**config.mk**
```make
export PLATFORM = sky130hd
export DESIGN_NAME = tod_bcd_ctl
export DESIGN_NICKNAME = d
export VERILOG_FILES = /design/src/rtl/tod_bcd_ctl.sv
export SDC_FILE = /design/constraint.sdc
export NUM_CORES = 1
export LEC_CHECK = 0
export ABC_AREA = 0
export CORE_MARGIN = 4
export CORE_UTILIZATION = 25
export CTS_CLUSTER_SIZE = 28
export DETAILED_ROUTE_END_ITERATION = 7
export SYNTH_ARGS = -nofsm -noshare
export SYNTH_HDL_FRONTEND = slang
export SYNTH_SLANG_ARGS = --single-unit
```
**constraint.sdc**
```tcl
create_clock -name clk -period 4 [get_ports clk]
set_input_delay 0.4 -clock clk [delete_from_list [all_inputs] [get_ports clk]]
set_output_delay 0.4 -clock clk [all_outputs]
set_load 0.005 [all_outputs]
```
**src/rtl/tod_bcd_ctl.sv**
```systemverilog
// rtl/tod_bcd_ctl.sv - BCD time-of-day sequencer with 1 ms ticking, PPS realign and PPS-aligned load
//
// Owns the time_t register: nine 4-bit BCD digits packed as
//   [35:32] 10h  [31:28] 1h  [27:24] 10m  [23:20] 1m  [19:16] 10s  [15:12] 1s
//   [11:8] 100ms [7:4] 10ms [3:0] 1ms
//
// Parameters:
//   PPS_ROUND  - 1: PPS with ms >= 500 rounds up to the next second; 0: PPS only clears ms
//   PPS_WIN_MS - PPS arriving with ms in [PPS_WIN_MS, 1000-PPS_WIN_MS) pulses pps_err
//
// Optional feature macro: LEAP_SEC_EN (leap second insertion at midnight via leap_ins)
//
// Ports:
//   clk       in   system clock
//   rst       in   synchronous reset, active-high
//   tick_1ms  in   single-cycle strobe, advance time by 1 ms
//   pps       in   single-cycle strobe, second boundary
//   set_req   in   load request level, held until set_ack or set_err
//   set_time  in   time to load (ms digits ignored)
//   set_ack   out  one-cycle pulse, load applied (same cycle as tod update)
//   set_err   out  one-cycle pulse, set_time rejected
//   leap_ins  in   insert leap second at next midnight (LEAP_SEC_EN only)
//   tod       out  current time, registered
//   sec_stb   out  pulse when seconds digits change
//   min_stb   out  pulse when minutes digits change
//   day_stb   out  pulse on wrap to 00:00:00.000
//   valid     out  set by first successful load, cleared only by rst
//   pps_err   out  pulse, PPS outside realign window
module tod_bcd_ctl #(
    parameter int PPS_ROUND  = 1,
    parameter int PPS_WIN_MS = 10
) (
    input  logic        clk,
    input  logic        rst,
    input  logic        tick_1ms,
    input  logic        pps,
    input  logic        set_req,
    input  logic [35:0] set_time,
    output logic        set_ack,
    output logic        set_err,
    input  logic        leap_ins,
    output logic [35:0] tod,
    output logic        sec_stb,
    output logic        min_stb,
    output logic        day_stb,
    output logic        valid,
    output logic        pps_err
);

    typedef enum logic [1:0] {IDLE, ARMED, WAIT_DROP} state_t;

    localparam logic [9:0] WIN_LO = 10'(PPS_WIN_MS);
    localparam logic [9:0] WIN_HI = 10'(1000 - PPS_WIN_MS);

    state_t state, state_nxt;

    logic [3:0] h10, h1, m10, m1, s10, s1, ms100, ms10, ms1;
    assign {h10, h1, m10, m1, s10, s1, ms100, ms10, ms1} = tod;

    logic [3:0] st_h10, st_h1, st_m10, st_m1, st_s10, st_s1;
    assign {st_h10, st_h1, st_m10, st_m1, st_s10, st_s1} = set_time[35:12];

    logic        set_ok;
    logic        load_now;
    logic        err_now;
    logic [11:0] ms_adv;
    logic        ms_wrap;
    logic [23:0] hms_adv;
    logic        adv_min_chg;
    logic        adv_day_wrap;
    logic [9:0]  ms_val;
    logic        win_err;
    logic        round_up;
    logic        sec_adv;

`ifdef LEAP_SEC_EN
    logic leap_pend;
    logic adv_leap_exit;
    logic unused_bits;
    assign unused_bits = ^set_time[11:0];
`else
    logic unused_bits;
    assign unused_bits = ^{set_time[11:0], leap_ins};
`endif

    // Hours limited to 00-23; ms digits of set_time are not validated.
    assign set_ok = (st_s1 <= 4'd9) && (st_m1 <= 4'd9) && (st_h1 <= 4'd9) &&
                    (st_s10 <= 4'd5) && (st_m10 <= 4'd5) && (st_h10 <= 4'd2) &&
                    !((st_h10 == 4'd2) && (st_h1 > 4'd3));

    // Millisecond ripple increment
    always_comb begin
        ms_adv  = tod[11:0];
        ms_wrap = 1'b0;
        if (ms1 != 4'd9) begin
            ms_adv[3:0] = ms1 + 4'd1;
        end else begin
            ms_adv[3:0] = 4'd0;
            if (ms10 != 4'd9) begin
                ms_adv[7:4] = ms10 + 4'd1;
            end else begin
                ms_adv[7:4] = 4'd0;
                if (ms100 != 4'd9) begin
                    ms_adv[11:8] = ms100 + 4'd1;
                end else begin
                    ms_adv[11:8] = 4'd0;
                    ms_wrap      = 1'b1;
                end
            end
        end
    end

    // One-second advance of the h:m:s digits, shared by tick carry and PPS rounding
    always_comb begin
        hms_adv      = tod[35:12];
        adv_min_chg  = 1'b0;
        adv_day_wrap = 1'b0;
`ifdef LEAP_SEC_EN
        adv_leap_exit = 1'b0;
`endif
        if (s1 != 4'd9) begin
            hms_adv[3:0] = s1 + 4'd1;
        end else begin
            hms_adv[3:0] = 4'd0;
            if (s10 != 4'd5) begin
                hms_adv[7:4] = s10 + 4'd1;
            end else begin
                hms_adv[7:4] = 4'd0;
                adv_min_chg  = 1'b1;
                if (m1 != 4'd9) begin
                    hms_adv[11:8] = m1 + 4'd1;
                end else begin
                    hms_adv[11:8] = 4'd0;
                    if (m10 != 4'd5) begin
                        hms_adv[15:12] = m10 + 4'd1;
                    end else begin
                        hms_adv[15:12] = 4'd0;
                        if ((h10 == 4'd2) && (h1 == 4'd3)) begin
                            hms_adv[23:16] = 8'h00;
                            adv_day_wrap   = 1'b1;
                        end else if (h1 == 4'd9) begin
                            hms_adv[19:16] = 4'd0;
                            hms_adv[23:20] = h10 + 4'd1;
                        end else begin
                            hms_adv[19:16] = h1 + 4'd1;
                        end
                    end
                end
            end
        end
`ifdef LEAP_SEC_EN
        // Leap second: 23:59:59 -> 23:59:60, then 23:59:60 -> 00:00:00
        if (leap_pend && (s10 == 4'd6)) begin
            hms_adv       = 24'h000000;
            adv_min_chg   = 1'b1;
            adv_day_wrap  = 1'b1;
            adv_leap_exit = 1'b1;
        end else if (leap_pend && (tod[35:12] == 24'h235959)) begin
            hms_adv      = 24'h235960;
            adv_min_chg  = 1'b0;
            adv_day_wrap = 1'b0;
        end
`endif
    end

    assign ms_val   = 10'(ms100) * 10'd100 + 10'(ms10) * 10'd10 + 10'(ms1);
    assign win_err  = (ms_val >= WIN_LO) && (ms_val < WIN_HI);
    assign round_up = (PPS_ROUND != 0) && (ms100 >= 4'd5);

    // PPS beats a coincident tick; a PPS-applied load beats realignment.
    assign sec_adv = !load_now && (pps ? round_up : (tick_1ms && ms_wrap));

    // Load FSM
    always_ff @(posedge clk) begin
        if (rst) begin
            state <= IDLE;
        end else begin
            state <= state_nxt;
        end
    end

    always_comb begin
        state_nxt = state;
        load_now  = 1'b0;
        err_now   = 1'b0;
        case (state)
            IDLE: begin
                if (set_req) begin
                    if (set_ok) begin
                        state_nxt = ARMED;
                    end else begin
                        err_now   = 1'b1;
                        state_nxt = WAIT_DROP;
                    end
                end
            end
            ARMED: begin
                // A withdrawn request wins over a coincident PPS
                if (!set_req) begin
                    state_nxt = IDLE;
                end else if (pps) begin
                    load_now  = 1'b1;
                    state_nxt = WAIT_DROP;
                end
            end
            WAIT_DROP: begin
                if (!set_req) begin
                    state_nxt = IDLE;
                end
            end
            default: state_nxt = IDLE;
        endcase
    end

    // Time register and strobes
    always_ff @(posedge clk) begin
        if (rst) begin
            tod     <= 36'h0;
            valid   <= 1'b0;
            sec_stb <= 1'b0;
            min_stb <= 1'b0;
            day_stb <= 1'b0;
            pps_err <= 1'b0;
            set_ack <= 1'b0;
            set_err <= 1'b0;
        end else begin
            sec_stb <= 1'b0;
            min_stb <= 1'b0;
            day_stb <= 1'b0;
            pps_err <= 1'b0;
            set_ack <= load_now;
            set_err <= err_now;
            if (load_now) begin
                tod     <= {set_time[35:12], 12'h000};
                valid   <= 1'b1;
                sec_stb <= (set_time[19:12] != tod[19:12]);
                min_stb <= (set_time[27:20] != tod[27:20]);
            end else if (sec_adv) begin
                tod     <= {hms_adv, 12'h000};
                sec_stb <= 1'b1;
                min_stb <= adv_min_chg;
                day_stb <= adv_day_wrap;
                pps_err <= pps && win_err;
            end else if (pps) begin
                tod[11:0] <= 12'h000;
                pps_err   <= win_err;
            end else if (tick_1ms) begin
                tod[11:0] <= ms_adv;
            end
        end
    end

`ifdef LEAP_SEC_EN
    always_ff @(posedge clk) begin
        if (rst) begin
            leap_pend <= 1'b0;
        end else if (leap_ins) begin
            leap_pend <= 1'b1;
        end else if (sec_adv && adv_leap_exit) begin
            leap_pend <= 1'b0;
        end
    end
`endif

endmodule

```
==> impl_metrics.tcl <==
set metrics [dict create \
    max_slew_margin_pct 39.0 \
    ctsResizeCount 0 \
    dpl.cell_count 635 \
    power_density_nw_per_um2 225 \
    cts_buffer_depth 2 \
    synth_area_per_cell_um2 8.88 \
    synth_top_area_cell "dfxtp_1" \
    ff_latch_area_um2 901 \
    grt-ovfl-total 0 \
    async_reset_ff_share_pct 0 \
    antenna_left 0 \
    postCtsSetupRepairBufs 0 \
    synth_flop_cell "dfxtp_1" \
    yosys.area_share.simple_pct 28.0 \
    grt_pass1_vias 3120 \
    antenna_cells 0 \
    area_growth_pct 26.1 \
    maxSlewViolCount 0 \
    final.setup.tns_ps 0 \
    worst_ep_arrival_time_ps 3730 \
    die_w_um 128 \
    drt_iter0_markers 274 \
    std_cell_rows 43 \
    multi_input_area_um2 2420 \
    skew_ps 6.05 \
    h-tree-depth 2 \
    clock.fmax_mhz 284 \
    grt_antenna_before_repair 0 \
    die-area_um2 16300 \
    final_area_um2 4510 \
    period_share_pct 88.1 \
    die_h_um 128 \
    fin_total_pwr_mw 1.02 \
    wire_per_inst_um 14.7 \
    drive_above_1_share_pct 6.70 \
    hold_class "reg2reg" \
    initial_utilization_pct 25.7 \
    power_leakage_nw 1.72 \
    ios 85 \
    place_area_um2 4340 \
    holdWs_ps 497 \
    cp-start-kind "register" \
    hold_viol_final 0 \
    drc 0 \
    yosys.area_share.adder_pct 12.6 \
    synth_top_area_share_pct 25.2 \
    hold_depth 2 \
    clk_pin_slew_ps 60 \
    reg2reg_depth 12 \
    synth_compound_area_share_pct 15.8 \
    place_hpwl_mm 7.32 \
    core-area_um2 13900 \
    synth_edf_count 0 \
    syn_inst 403 \
    hold_buffers 0 \
    ir_worst_vdd_mv 0.146 \
    cts_buffers 5 \
    cts_tree "built" \
    yosys.cell_types.count 69 \
    yosys_warnings 0 \
    rsz0062_at_grt "no" \
    grt.total_usage_pct 11.7 \
    grt_start_max_net_pins 23 \
    grt_pass1_wl_mm 15.6 \
    cts-root-buf "clkbuf_16" \
    ys_ff_latch 45 \
    synth_nets 478 \
    yosysSeqAreaShare_pct 25.2 \
    final_cells 643 \
    end_kind "register" \
    maxCapViolations 0 \
    worst_ep_required_time_ps 4210 \
    nNetsFinal 537 \
    post-route-min-period_ps 3520 \
    r2r_slack_ps 480 \
    drt_wl_total_mm 9.48 \
    place.gp.congestion 0.858 \
    insertion_delay_ps 290 \
    first_pass_iters 4 \
    synth_area_leaders "dfxtp_1 (25%), ha_1 (9.8%), nor2_1 (5.1%), xnor2_1 (4.7%), xor2_1 (4.7%)" \
    synthesis.area_um2 3580 \
    status "complete, no violations" \
    worstPathMaxFanout 9 \
    portBuffers 71 \
    setup_viol 0 \
    vias_per_cell 4.90 \
    synth_top_family_by_area "simple AND/OR/NAND/NOR gates" \
    cts_sinks 45 \
    vias 3153 \
    synthXorXnorAreaFrac_pct 9.30 \
    timing_worst_setup_path_type "reg2reg" \
    muxShareOfSynthArea_pct 1.96 \
    fillerInstances 1410 \
    worst_slew_pin_slew_ps 915 \
]
[report_power, final]
part,switching (mW),internal [mW]
Clock,0.184,0.313
Sequential,0.00215,0.450
Combinational,0.0316,0.0366
[synth_stat cells (all sizes together), types with 2 or more instances]
library cell and instances:
a211o 2, a211oi 16, a21o 3, a21oi 23
a22oi 2, a311oi 2, and2 2, and3 4
and4 3, buf 6, clkbuf 15, dfxtp 45
fa 5, ha 28, inv 13, mux2i 7
nand2 18, nand2b 2, nand3 9, nand3b 3
nand4 4, nand4b 3, nor2 49, nor2b 12
nor3 17, nor3b 9, nor4 14, nor4b 3
o21ai 18, o21bai 2, o22a 2, o41ai 2
or2 2, or3 2, or3b 2, or4b 3
xnor2 19, xor2 19
[through the flow]
| step | setup slack, ps | utilization (%) |
|---|---|---|
| floorplan | 671 | - |
| global placement | 536 | 31.1 |
| detailed placement | 487 | 31.1 |
| CTS | 476 | 32.4 |
| global route | 223 | 32.4 |
| finish | 477 | 32.4 |
[cell type report]
cell class	instances	share of cell area (%)
Timing Repair Buffer	75	16.4
Clock inverter	1	0.666
Sequential cell	45	20.0
Inverter	13	1.08
Tap cell	180	4.99
Multi-Input combinational cell	322	53.7
Clock buffer	7	3.16
[final timing paths]
path                                     startpoint                  to
worst min-delay path             valid$_SDFFE_PP0P_  valid$_SDFFE_PP0P_
worst max-delay path            tod[5]$_SDFFE_PP0P_  pps_err$_SDFF_PP0_
worst max register to register  tod[5]$_SDFFE_PP0P_  pps_err$_SDFF_PP0_
worst min register to register   valid$_SDFFE_PP0P_  valid$_SDFFE_PP0P_
[logic make-up after synthesis]
logic type | Yosys count
AO/OA/AOI/OAI | 81
multiplexers | 7
XOR/XNOR | 38
buffers and inverters | 36
flip-flops | 45
AND/OR/NAND/NOR | 163
adder cells (fa/ha/maj) | 33
[registers in the layout, indices dropped and copies added (netlist names)]
name and cells:
tod 36, state 2, day_stb 1, min_stb 1, pps_err 1, sec_stb 1, set_ack 1, set_err 1
valid 1
[layer usage]
metal | vias to the layer above | global-route usage (%) | part of all wire (%)
met4 | 0 | 3.25 | 0.98
met3 | 8 | 2.76 | 4.8
met1 | 1496 | 14.6 | 45
met5 | - | 0 | 0
met2 | 75 | 20.0 | 49
li1 | 1574 | - | -
[placed cells by master (no fill, tap or decap), types with 5 or more instances in the layout]
cell type / netlist / final
clkdlybuf4s50_1: 0 / 71
nor2_1: 49 / 49
dfxtp_1: 45 / 45
ha_1: 28 / 28
a21oi_1: 23 / 23
xor2_1: 19 / 19
xnor2_1: 19 / 19
o21ai_0: 18 / 18
nand2_1: 17 / 17
a211oi_1: 16 / 16
inv_1: 13 / 13
nor3_1: 12 / 12
nor2b_1: 11 / 11
nor4_1: 11 / 11
nand3_1: 9 / 9
nor3b_1: 7 / 7
mux2i_1: 7 / 7
fa_1: 5 / 5
clkbuf_16: 0 / 5
[critical path, stage by stage, from the launching register on]
cell      delay (ps)
dfxtp_1          500
ha_1             290
ha_1             230
fa_1             380
xor2_1           160
ha_1             290
ha_1             340
nand3_1          100
nor2_1            60
o311a_1          350
or3_1            360
and4_1           180
a211oi_1         180
(Power assumes the default switching activity.)
